==> config.mk <==
export PLATFORM = sky130hd
export DESIGN_NAME = pipe_fde_regs_flat
export DESIGN_NICKNAME = d
export VERILOG_FILES = /design/src/rtl/pipe_fde_if.sv /design/src/rtl/pipe_fde_regs.sv /design/src/flat_wrapper.sv
export SDC_FILE = /design/constraint.sdc
export NUM_CORES = 1
export LEC_CHECK = 0
export ABC_CLOCK_PERIOD_IN_PS = 10000
export BUFFER_PORTS_ARGS = -buffer_cell sky130_fd_sc_hd__buf_2
export CAP_MARGIN = 5
export CORE_MARGIN = 5
export CORE_UTILIZATION = 28
export DETAILED_ROUTE_END_ITERATION = 8
export PLACE_DENSITY = 0.62
export SYNTH_ARGS = -nofsm -noshare
export SYNTH_HDL_FRONTEND = slang
export SYNTH_SLANG_ARGS = --single-unit
==> constraint.sdc <==
create_clock -name clk -period 10 [get_ports clk]
set_input_delay 2.5 -clock clk [delete_from_list [all_inputs] [get_ports clk]]
set_output_delay 2.5 -clock clk [all_outputs]
set_load 0.03 [all_outputs]
==> src/rtl/pipe_fde_if.sv <==
// pipe_fde_if: hazard/decode side (master) to fetch/decode/execute register bank (slave)
interface pipe_fde_if #(parameter int CNT_W = 16);
  logic Stall_F, Stall_D, Flush_E, PCSrc_D;
  logic [31:0] PC_Branch_D, PC_F, Instr_F, Instr_D, PC_Plus4_D;
  logic Valid_D, Valid_E;
  logic RegWrite_D, MemtoReg_D, MemWrite_D, ALUSrc_D, RegDst_D;
  logic [2:0] ALUControl_D;
  logic [31:0] RD1_D, RD2_D, SignImm_D;
  logic [4:0] Rs_D, Rt_D, Rd_D;
  logic RegWrite_E, MemtoReg_E, MemWrite_E, ALUSrc_E, RegDst_E;
  logic [2:0] ALUControl_E;
  logic [31:0] RD1_E, RD2_E, SignImm_E;
  logic [4:0] Rs_E, Rt_E, Rd_E;
  logic [CNT_W-1:0] Stall_Cnt, Flush_Cnt;
  modport master (
    output Stall_F, Stall_D, Flush_E, PCSrc_D, PC_Branch_D, Instr_F,
    output RegWrite_D, MemtoReg_D, MemWrite_D, ALUSrc_D, RegDst_D, ALUControl_D,
    output RD1_D, RD2_D, SignImm_D, Rs_D, Rt_D, Rd_D,
    input PC_F, Instr_D, PC_Plus4_D, Valid_D, Valid_E,
    input RegWrite_E, MemtoReg_E, MemWrite_E, ALUSrc_E, RegDst_E, ALUControl_E,
    input RD1_E, RD2_E, SignImm_E, Rs_E, Rt_E, Rd_E, Stall_Cnt, Flush_Cnt
  );
  modport slave (
    input Stall_F, Stall_D, Flush_E, PCSrc_D, PC_Branch_D, Instr_F,
    input RegWrite_D, MemtoReg_D, MemWrite_D, ALUSrc_D, RegDst_D, ALUControl_D,
    input RD1_D, RD2_D, SignImm_D, Rs_D, Rt_D, Rd_D,
    output PC_F, Instr_D, PC_Plus4_D, Valid_D, Valid_E,
    output RegWrite_E, MemtoReg_E, MemWrite_E, ALUSrc_E, RegDst_E, ALUControl_E,
    output RD1_E, RD2_E, SignImm_E, Rs_E, Rt_E, Rd_E, Stall_Cnt, Flush_Cnt
  );
endinterface

==> src/rtl/pipe_fde_regs.sv <==
// pipe_fde_regs: PC, IF/ID and ID/EX registers with stall/flush; PIPE_PERF_CNT_EN adds saturating stall/flush counters
module pipe_fde_regs #(
  parameter logic [31:0] RESET_PC = 32'h0000_0000,
  parameter int CNT_W = 16
) (
  input logic clk,
  input logic rst,
  pipe_fde_if.slave bus
);
  logic br;
  logic [31:0] pc_plus4;
  assign br = bus.PCSrc_D & ~bus.Stall_D;
  assign pc_plus4 = bus.PC_F + 32'd4;
  always_ff @(posedge clk or posedge rst)
    if (rst) begin
      bus.PC_F <= RESET_PC;
      bus.Instr_D <= '0;
      bus.PC_Plus4_D <= '0;
      bus.Valid_D <= 1'b0;
    end else begin
      if (!bus.Stall_F) bus.PC_F <= br ? bus.PC_Branch_D : pc_plus4;
      if (!bus.Stall_D) begin
        bus.Instr_D <= bus.PCSrc_D ? '0 : bus.Instr_F;
        bus.PC_Plus4_D <= bus.PCSrc_D ? '0 : pc_plus4;
        bus.Valid_D <= ~bus.PCSrc_D;
      end
    end
  always_ff @(posedge clk or posedge rst)
    if (rst)
      {bus.RegWrite_E, bus.MemtoReg_E, bus.MemWrite_E, bus.ALUSrc_E, bus.RegDst_E, bus.ALUControl_E,
       bus.RD1_E, bus.RD2_E, bus.SignImm_E, bus.Rs_E, bus.Rt_E, bus.Rd_E, bus.Valid_E} <= '0;
    else
      {bus.RegWrite_E, bus.MemtoReg_E, bus.MemWrite_E, bus.ALUSrc_E, bus.RegDst_E, bus.ALUControl_E,
       bus.RD1_E, bus.RD2_E, bus.SignImm_E, bus.Rs_E, bus.Rt_E, bus.Rd_E, bus.Valid_E} <= bus.Flush_E ? '0 :
      {bus.RegWrite_D, bus.MemtoReg_D, bus.MemWrite_D, bus.ALUSrc_D, bus.RegDst_D, bus.ALUControl_D,
       bus.RD1_D, bus.RD2_D, bus.SignImm_D, bus.Rs_D, bus.Rt_D, bus.Rd_D, bus.Valid_D};
`ifdef PIPE_PERF_CNT_EN
  logic [CNT_W-1:0] stall_cnt, flush_cnt;
  always_ff @(posedge clk or posedge rst)
    if (rst) begin
      stall_cnt <= '0;
      flush_cnt <= '0;
    end else begin
      if (bus.Stall_D && !(&stall_cnt)) stall_cnt <= stall_cnt + 1'b1;
      if ((bus.Flush_E || br) && !(&flush_cnt)) flush_cnt <= flush_cnt + 1'b1;
    end
  assign bus.Stall_Cnt = stall_cnt;
  assign bus.Flush_Cnt = flush_cnt;
`else
  assign bus.Stall_Cnt = {CNT_W{1'b0}};
  assign bus.Flush_Cnt = {CNT_W{1'b0}};
`endif
endmodule
==> src/flat_wrapper.sv <==
// flat-port wrapper written by rule: the top's interface ports become plain ports
module pipe_fde_regs_flat 
#(
  parameter logic [31:0] RESET_PC = 32'h0000_0000,
  parameter int CNT_W = 16
)
  (clk, rst, bus_Stall_F, bus_Stall_D, bus_Flush_E, bus_PCSrc_D, bus_PC_Branch_D, bus_Instr_F, bus_RegWrite_D, bus_MemtoReg_D, bus_MemWrite_D, bus_ALUSrc_D, bus_RegDst_D, bus_ALUControl_D, bus_RD1_D, bus_RD2_D, bus_SignImm_D, bus_Rs_D, bus_Rt_D, bus_Rd_D, bus_PC_F, bus_Instr_D, bus_PC_Plus4_D, bus_Valid_D, bus_Valid_E, bus_RegWrite_E, bus_MemtoReg_E, bus_MemWrite_E, bus_ALUSrc_E, bus_RegDst_E, bus_ALUControl_E, bus_RD1_E, bus_RD2_E, bus_SignImm_E, bus_Rs_E, bus_Rt_E, bus_Rd_E, bus_Stall_Cnt, bus_Flush_Cnt);
  pipe_fde_if #(.CNT_W(CNT_W)) bus_i ();
  input logic clk;
  input logic rst;
  input wire logic [$bits(bus_i.Stall_F)-1:0] bus_Stall_F;
  input wire logic [$bits(bus_i.Stall_D)-1:0] bus_Stall_D;
  input wire logic [$bits(bus_i.Flush_E)-1:0] bus_Flush_E;
  input wire logic [$bits(bus_i.PCSrc_D)-1:0] bus_PCSrc_D;
  input wire logic [$bits(bus_i.PC_Branch_D)-1:0] bus_PC_Branch_D;
  input wire logic [$bits(bus_i.Instr_F)-1:0] bus_Instr_F;
  input wire logic [$bits(bus_i.RegWrite_D)-1:0] bus_RegWrite_D;
  input wire logic [$bits(bus_i.MemtoReg_D)-1:0] bus_MemtoReg_D;
  input wire logic [$bits(bus_i.MemWrite_D)-1:0] bus_MemWrite_D;
  input wire logic [$bits(bus_i.ALUSrc_D)-1:0] bus_ALUSrc_D;
  input wire logic [$bits(bus_i.RegDst_D)-1:0] bus_RegDst_D;
  input wire logic [$bits(bus_i.ALUControl_D)-1:0] bus_ALUControl_D;
  input wire logic [$bits(bus_i.RD1_D)-1:0] bus_RD1_D;
  input wire logic [$bits(bus_i.RD2_D)-1:0] bus_RD2_D;
  input wire logic [$bits(bus_i.SignImm_D)-1:0] bus_SignImm_D;
  input wire logic [$bits(bus_i.Rs_D)-1:0] bus_Rs_D;
  input wire logic [$bits(bus_i.Rt_D)-1:0] bus_Rt_D;
  input wire logic [$bits(bus_i.Rd_D)-1:0] bus_Rd_D;
  output wire logic [$bits(bus_i.PC_F)-1:0] bus_PC_F;
  output wire logic [$bits(bus_i.Instr_D)-1:0] bus_Instr_D;
  output wire logic [$bits(bus_i.PC_Plus4_D)-1:0] bus_PC_Plus4_D;
  output wire logic [$bits(bus_i.Valid_D)-1:0] bus_Valid_D;
  output wire logic [$bits(bus_i.Valid_E)-1:0] bus_Valid_E;
  output wire logic [$bits(bus_i.RegWrite_E)-1:0] bus_RegWrite_E;
  output wire logic [$bits(bus_i.MemtoReg_E)-1:0] bus_MemtoReg_E;
  output wire logic [$bits(bus_i.MemWrite_E)-1:0] bus_MemWrite_E;
  output wire logic [$bits(bus_i.ALUSrc_E)-1:0] bus_ALUSrc_E;
  output wire logic [$bits(bus_i.RegDst_E)-1:0] bus_RegDst_E;
  output wire logic [$bits(bus_i.ALUControl_E)-1:0] bus_ALUControl_E;
  output wire logic [$bits(bus_i.RD1_E)-1:0] bus_RD1_E;
  output wire logic [$bits(bus_i.RD2_E)-1:0] bus_RD2_E;
  output wire logic [$bits(bus_i.SignImm_E)-1:0] bus_SignImm_E;
  output wire logic [$bits(bus_i.Rs_E)-1:0] bus_Rs_E;
  output wire logic [$bits(bus_i.Rt_E)-1:0] bus_Rt_E;
  output wire logic [$bits(bus_i.Rd_E)-1:0] bus_Rd_E;
  output wire logic [$bits(bus_i.Stall_Cnt)-1:0] bus_Stall_Cnt;
  output wire logic [$bits(bus_i.Flush_Cnt)-1:0] bus_Flush_Cnt;
  assign bus_i.Stall_F = bus_Stall_F;
  assign bus_i.Stall_D = bus_Stall_D;
  assign bus_i.Flush_E = bus_Flush_E;
  assign bus_i.PCSrc_D = bus_PCSrc_D;
  assign bus_i.PC_Branch_D = bus_PC_Branch_D;
  assign bus_i.Instr_F = bus_Instr_F;
  assign bus_i.RegWrite_D = bus_RegWrite_D;
  assign bus_i.MemtoReg_D = bus_MemtoReg_D;
  assign bus_i.MemWrite_D = bus_MemWrite_D;
  assign bus_i.ALUSrc_D = bus_ALUSrc_D;
  assign bus_i.RegDst_D = bus_RegDst_D;
  assign bus_i.ALUControl_D = bus_ALUControl_D;
  assign bus_i.RD1_D = bus_RD1_D;
  assign bus_i.RD2_D = bus_RD2_D;
  assign bus_i.SignImm_D = bus_SignImm_D;
  assign bus_i.Rs_D = bus_Rs_D;
  assign bus_i.Rt_D = bus_Rt_D;
  assign bus_i.Rd_D = bus_Rd_D;
  assign bus_PC_F = bus_i.PC_F;
  assign bus_Instr_D = bus_i.Instr_D;
  assign bus_PC_Plus4_D = bus_i.PC_Plus4_D;
  assign bus_Valid_D = bus_i.Valid_D;
  assign bus_Valid_E = bus_i.Valid_E;
  assign bus_RegWrite_E = bus_i.RegWrite_E;
  assign bus_MemtoReg_E = bus_i.MemtoReg_E;
  assign bus_MemWrite_E = bus_i.MemWrite_E;
  assign bus_ALUSrc_E = bus_i.ALUSrc_E;
  assign bus_RegDst_E = bus_i.RegDst_E;
  assign bus_ALUControl_E = bus_i.ALUControl_E;
  assign bus_RD1_E = bus_i.RD1_E;
  assign bus_RD2_E = bus_i.RD2_E;
  assign bus_SignImm_E = bus_i.SignImm_E;
  assign bus_Rs_E = bus_i.Rs_E;
  assign bus_Rt_E = bus_i.Rt_E;
  assign bus_Rd_E = bus_i.Rd_E;
  assign bus_Stall_Cnt = bus_i.Stall_Cnt;
  assign bus_Flush_Cnt = bus_i.Flush_Cnt;
  pipe_fde_regs #(.RESET_PC(RESET_PC), .CNT_W(CNT_W)) u_core (.clk(clk), .rst(rst), .bus(bus_i));
endmodule
==> reports/qor.yml, run 1 <==
internal_power_uw: 1680
clk_transition_reported_paths_ns: 0.06
synth_top_cell_area_share_pct: 59.0
grt_max_degree: 138
finalWorstSetupSlack_ns: 6.03
tightest_slew_ns: 1.15
synth_area_leaders: "dfrtp_1 59%, nor2b_1 8.2%, a22o_1 3.3%"
reg2reg_slack_ns: 7.85
synth_edf_count: 0
clk_latency_ns: 0.53
cts_buffers: 26
yosysTopAreaCell: "dfrtp_1"
post_cts_buffers: 0
drtAntennaViolNets: 0
relSlewSlack_pct: 23.4
cts-root-buf: "clkbuf_16"
nets: 1370
start_util_pct: 28.3
critPathTopFamily: "flip-flops"
p_per_area_nw_per_um2: 203
grt_antenna_before_repair: 4
track_usage_pct: 15.5
dp_worst_setup_slack_ns: 5.39
syn_area_um2: 9200
critPathSlowestCell: "dfrtp_1"
synth_seq_cells: 217
ys_types: 55
holdCritStartpoint: "u_core.bus.PC_Plus4_D[9]"
path_cells: "buf_2"
dp_cells: 1594
wl_per_cell_um: 18.2
wirelength_mm: 30.0
vias: 7544
max_freq_mhz: 252
layout-drive-gt1-share_pct: 39.3
pwr-share-seq_pct: 41.7
clockPowerShare_pct: 37.9
dieArea_um2: 36600
clock_skew_ns: 0.0102
swShare_pct: 32.5
drt_first_iter_violations: 458
min_path_type: "register to register"
p_leak_uw: 0.00603
critPathRequiredTime_ns: 7.50
cts_tree: "yes"
critPathKind: "register to output pin"
ys.flop_type: "dfrtp_1"
net-switching-power_uw: 810
port_buffers: 405
synth_area_per_cell_um2: 11.4
hold-path-endpoint: "u_core.bus.PC_Plus4_D[9]"
outcome: "finished clean"
drc: 0
cts_buffer_depth: 3
r2r_start: "u_core.bus.PC_F[2]"
cts_hold_buf: 0
grt_first_pass_wirelength_mm: 44.9
num_rows: 66
rsz0062_at_grt: "false"
io_pins: 438
setup_viol: 0
die_w_um: 191
min_period_ns: 3.97
arrival_ns: 1.47
die_y_um: 191
syn_to_final_growth_pct: 33.3
core_um2: 32500
critPathCaptureType: "output pin"
stdcell_count: 1642
cts_resized: 0
maxCapViolCount: 0
gp_congestion: 0.792
htreeDepth: 1
synth-seq-area-share_pct: 59.0
worst_path_largest_cell_delay_ns: 0.64
combinationalPowerShare_pct: 20.4
post-dp-hpwl_mm: 21.9
fin_tns_setup_ns: 0
ys_warn_count: 0
viasPerCell: 4.59
finalHoldViolations: 0
syn_inst: 806
worst_r2r_endpoint: "u_core.bus.PC_F[26]"
vdd_drop_max_mv: 0.144
crit_fanout: 13
grt_pass1_vias: 7481
worst-path-buf-inv: 1
reg2reg_depth: 5
maxSlewViolCount: 0
cts_sinks: 217
startpoint_type: "register"
min_period_over_period_pct: 39.7
dr.pass1.iters: 7
grt-ovfl-total: 0
hold_depth: 2
synthArstFlopShare_pct: 100
[flip-flops by register name, summed over array words and instances, names as in the netlist, 5 cells and up]
name / cells
u_core.bus.PC_Plus4_D: 32
u_core.bus.PC_F: 32
u_core.bus.Rt_E: 5
u_core.bus.SignImm_E: 32
u_core.bus.RD1_E: 32
u_core.bus.Rs_E: 5
u_core.bus.Instr_D: 32
u_core.bus.RD2_E: 32
u_core.bus.Rd_E: 5
[final cells by class]
type / instances / area [µm²]
sequential: 217 / 5430
timing repair buffer: 411 / 2080
inverter: 4 / 22.5
tap: 442 / 553
antenna: 2 / 5.00
fill: 3285 / 20200
clock buffer: 36 / 738
clock inverter: 10 / 121
multi-input combinational: 520 / 3320
[per-layer routing]
metal  vias to the layer above  global-route usage (%)  wire (µm)
met5                         -                       0         36
met4                         6                    2.87        540
met3                        36                    5.70       3080
met2                       307                    26.7      15100
met1                      3669                    18.9      11200
li1                       3526                       -          -
[cells in the mapped netlist (all sizes together), types with 9 or more instances]
cell,n
a21oi,31
a22o,35
buf,55
clkbuf,40
dfrtp,217
nand2,37
nand3,37
nand4,14
nor2,19
nor2b,121
nor3,25
nor3b,18
nor4,15
o211ai,14
o21ai,26
o22a,9
xnor2,9
[power by group through the flow]
stage / clock, µW / combinational (µW) / sequential, µW
5_1_grt: 1010 / 550 / 1050
6_report: 943 / 509 / 1040
2_1_floorplan: 0 / 215 / 1180
3_3_place_gp: 0 / 514 / 1050
4_1_cts: 973 / 520 / 1040
3_5_place_dp: 0 / 518 / 1050
[kinds of logic after synthesis]
group | count (synthesis) | share of synthesized area, %
AO/OA/AOI/OAI | 153 | 11.8
XOR/XNOR | 13 | 1.24
adder cells (fa/ha/maj) | 1 | 0.136
buffers and inverters | 100 | 6.26
flip-flops | 217 | 59.0
multiplexers | 4 | 0.462
other | 1 | 0.0408
AND/OR/NAND/NOR | 317 | 21.1
[placed cells by master (no fill, tap or decap), types with 25 or more instances in the layout]
cell / netlist / layout
dfrtp_1: 217 / 217
conb_1: 1 / 32
buf_2: 10 / 403
o21ai_0: 26 / 26
nor3_1: 25 / 25
nand2_1: 37 / 37
a21oi_1: 31 / 31
a22o_1: 35 / 35
clkbuf_16: 0 / 26
nor2b_1: 121 / 120
nand3_1: 35 / 35
[through the flow]
stage               cell area [µm²]  total power [µW]  utilization (%)  hold WS (ns)
global placement              11400              1570             35.1         0.464
global route                  12300              2610             37.8         0.505
finish                        12300              2490             37.8         0.474
detailed placement            11400              1570             35.1         0.468
CTS                           12300              2530             37.8         0.483
floorplan                      9320              1390                -         0.656
[how the worst max path moves through the flow]
stage / start / end / slack, ns / cells past startpoint
final: u_core.bus.PC_F[15] / bus_PC_F[15] / 6.03 / 1
after global routing: rst / u_core.bus.PC_Plus4_D[31] / 5.66 / 3
after CTS: rst / u_core.bus.PC_F[27] / 5.99 / 3
after detailed placement: rst / u_core.bus.PC_F[31] / 5.39 / 3
after global placement: rst / u_core.bus.PC_F[30] / 5.44 / 3
after floorplan: rst / u_core.bus.ALUControl_E[0] / 1.56 / 1
Note: power is estimated with default switching activity, not from simulation.
==> run 2, diff against run 1 <==
--- a/config.mk
+++ b/config.mk
@@ -5,13 +5,13 @@
 export SDC_FILE = /design/constraint.sdc
 export NUM_CORES = 1
 export LEC_CHECK = 0
-export ABC_CLOCK_PERIOD_IN_PS = 10000
+export ABC_CLOCK_PERIOD_IN_PS = 3400
 export BUFFER_PORTS_ARGS = -buffer_cell sky130_fd_sc_hd__buf_2
 export CAP_MARGIN = 5
 export CORE_MARGIN = 5
 export CORE_UTILIZATION = 28
 export DETAILED_ROUTE_END_ITERATION = 8
-export PLACE_DENSITY = 0.62
+export PLACE_DENSITY = 0.64
 export SYNTH_ARGS = -nofsm -noshare
 export SYNTH_HDL_FRONTEND = slang
 export SYNTH_SLANG_ARGS = --single-unit
==> constraint.sdc (replaced) <==
create_clock -name clk -period 3.4 [get_ports clk]
set_input_delay 0.85 -clock clk [delete_from_list [all_inputs] [get_ports clk]]
set_output_delay 0.85 -clock clk [all_outputs]
set_load 0.03 [all_outputs]
==> run 2 against run 1 <==
Net effect: setup slack lost 5.0 ns; worst hold slack got worse by 0.12 ns; die area unchanged; total power increased to 3.0 times the previous value; via count is 1.0% higher; flip-flop and latch count unchanged; critical endpoint unchanged; largest power group unchanged.
==> reports/qor.yml, run 2 (synthesis results as in run 1) <==
rsz0062_at_grt: "false"
start_util_pct: 28.3  # unchanged
combinationalPowerShare_pct: 20.4  # about the same
vias: 7620  # +1.0%
r2r_start: "u_core.bus.PC_F[2]"
final_cell_mix: "403 x buf_2, 217 x dfrtp_1, 120 x nor2b_1, 37 x nand2_1"
drtAntennaViolNets: 0  # unchanged
relSlewSlack_pct: 53.4  # +30 points
critPathRequiredTime_ns: 2.55  # -4.95 ns
worst_r2r_endpoint: "u_core.bus.PC_F[26]"
num_rows: 66  # unchanged
final_common_cell: "buf_2"
grt_first_pass_wirelength_mm: 44.8  # -0.25%
net-switching-power_uw: 2370  # +190%
swShare_pct: 32.0  # -0.56 points
cts_resized: 0  # unchanged
clk_latency_ns: 0.53  # about the same
worst_path_largest_cell_delay_ns: 0.66  # +0.02 ns
startpoint_type: "register"
whs_ns: 0.358  # -0.116 ns
worst-path-buf-inv: 1  # unchanged
cts_buffers: 25  # -3.8%
core_um2: 32500  # unchanged
critPathCaptureType: "output pin"
dr.pass1.iters: 4  # -3
nFillCells: 3259  # -0.79%
wl_per_cell_um: 18.2  # -0.33%
vdd_drop_max_mv: 0.360  # +150%
dieArea_um2: 36600  # unchanged
htreeDepth: 1  # unchanged
maxCapViolCount: 0  # unchanged
die_y_um: 191  # unchanged
cts_tree: "yes"
outcome: "finished clean"
post-dp-hpwl_mm: 22.7  # +3.9%
setup_viol: 0  # unchanged
maxSlewViolCount: 0  # unchanged
finalHoldViolations: 0  # unchanged
critPathTopFamily: "flip-flops"
clockPowerShare_pct: 38.4  # +0.5 points
register_area_um2: 5430  # unchanged
multi_input_area_um2: 3320  # unchanged
track_usage_pct: 15.5  # -0.064 points
drt_first_iter_violations: 319  # -30%
critPathKind: "register to output pin"
p_leak_uw: 0.00609  # +1.0%
max_freq_mhz: 429
nets: 1379  # +0.66%
crit_start: "u_core.bus.PC_F[15]"
clock_skew_ns: 0.00825  # -0.00191 ns
stdcell_count: 1653  # +0.67%
dp_cells: 1604  # +0.63%
p_per_area_nw_per_um2: 597  # +190%
port_buffers: 405  # unchanged
layout-drive-gt1-share_pct: 39.7  # +0.42 points
clk_transition_reported_paths_ns: 0.06  # about the same
cts_buffer_depth: 3  # unchanged
grt_max_degree: 89  # -36%
wirelength_mm: 30.1  # +0.34%
grt_antenna_before_repair: 6  # +2
internal_power_uw: 5040  # +200%
drc: 0  # unchanged
path_cells: "buf_2"
cts_sinks: 217  # unchanged
viasPerCell: 4.61  # +0.34%
pwr-share-seq_pct: 41.3  # -0.4 points
reg2reg_slack_ns: 1.16  # -6.69 ns
crit_fanout: 13  # unchanged
reg2reg_depth: 5  # unchanged
tightest_slew_ns: 0.694  # -0.451 ns
grt-ovfl-total: 0  # unchanged
post_cts_buffers: 0  # unchanged
cts-root-buf: "clkbuf_16"
syn_to_final_growth_pct: 34.8
min_period_over_period_pct: 68.6
critPathSlowestCell: "dfrtp_1"
min_path_type: "primary input to async pin"
arrival_ns: 1.48  # about the same
cts_hold_buf: 0  # unchanged
min_period_ns: 2.33
gp_congestion: 0.816  # +3.0%
grt_pass1_vias: 7691  # +2.8%
io_pins: 438  # unchanged
die_w_um: 191  # unchanged
fin_util_pct: 38.2  # +0.42 points
run 2: cell count changes in the layout (fill, tap and decap cells not counted), moves of 2 or more:
cell and change:
buf_12 +4, buf_4 +6, bufinv_16 +2, clkinv_4 -2, clkinvlp_4 +2
run 2: power groups by stage:
stage / clock, µW / combinational (µW) / sequential (µW)
2_1_floorplan: 0 / 632 / 3470
3_3_place_gp: 0 / 1520 / 3090
3_5_place_dp: 0 / 1530 / 3100
4_1_cts: 2920 / 1540 / 3060
5_1_grt: 3030 / 1630 / 3090
6_report: 2840 / 1510 / 3060
run 2: how the worst max path moves through the flow:
stage	slack, ns	endpoint	depth (start not counted)
3_5_place_dp	0.98	u_core.bus.PC_F[1]	5
5_1_grt	0.99	u_core.bus.PC_F[26]	5
3_3_place_gp	1.01	u_core.bus.PC_F[1]	5
6_report	1.07	bus_PC_F[15]	1
2_1_floorplan	-0.28	u_core.bus.ALUControl_E[0]	1
4_1_cts	1.05	bus_PC_F[15]	1
run 2: metrics by stage:
stage	setup TNS, ns	instance area (µm²)	worst slack [ns]	power (µW)
2_1_floorplan	-59.92	9320	-0.276	4100
3_3_place_gp	0	11500	1.01	4610
3_5_place_dp	0	11500	0.983	4630
4_1_cts	0	12400	1.05	7520
5_1_grt	0	12400	0.991	7750
6_report	0	12400	1.07	7410
run 2: metal layers:
| metal | vias to the layer above | global-route usage, % | part of all wire, % |
|---|---|---|---|
| met4 | 8 | 4.56 | 3.2 |
| li1 | 3536 | - | - |
| met2 | 330 | 25.3 | 48 |
| met1 | 3695 | 18.8 | 38 |
| met5 | - | 0 | 0.18 |
| met3 | 51 | 6.23 | 11 |
run 2: cell type report:
class                      instances  share of cell area [%]
sequential                       217                    43.8
multi-input combinational        520                    26.8
timing repair buffer             421                    17.8
clock buffer                      35                    5.67
tap                              442                    4.46
clock inverter                    11                    1.37
inverter                           4                   0.151
antenna                            3                  0.0605
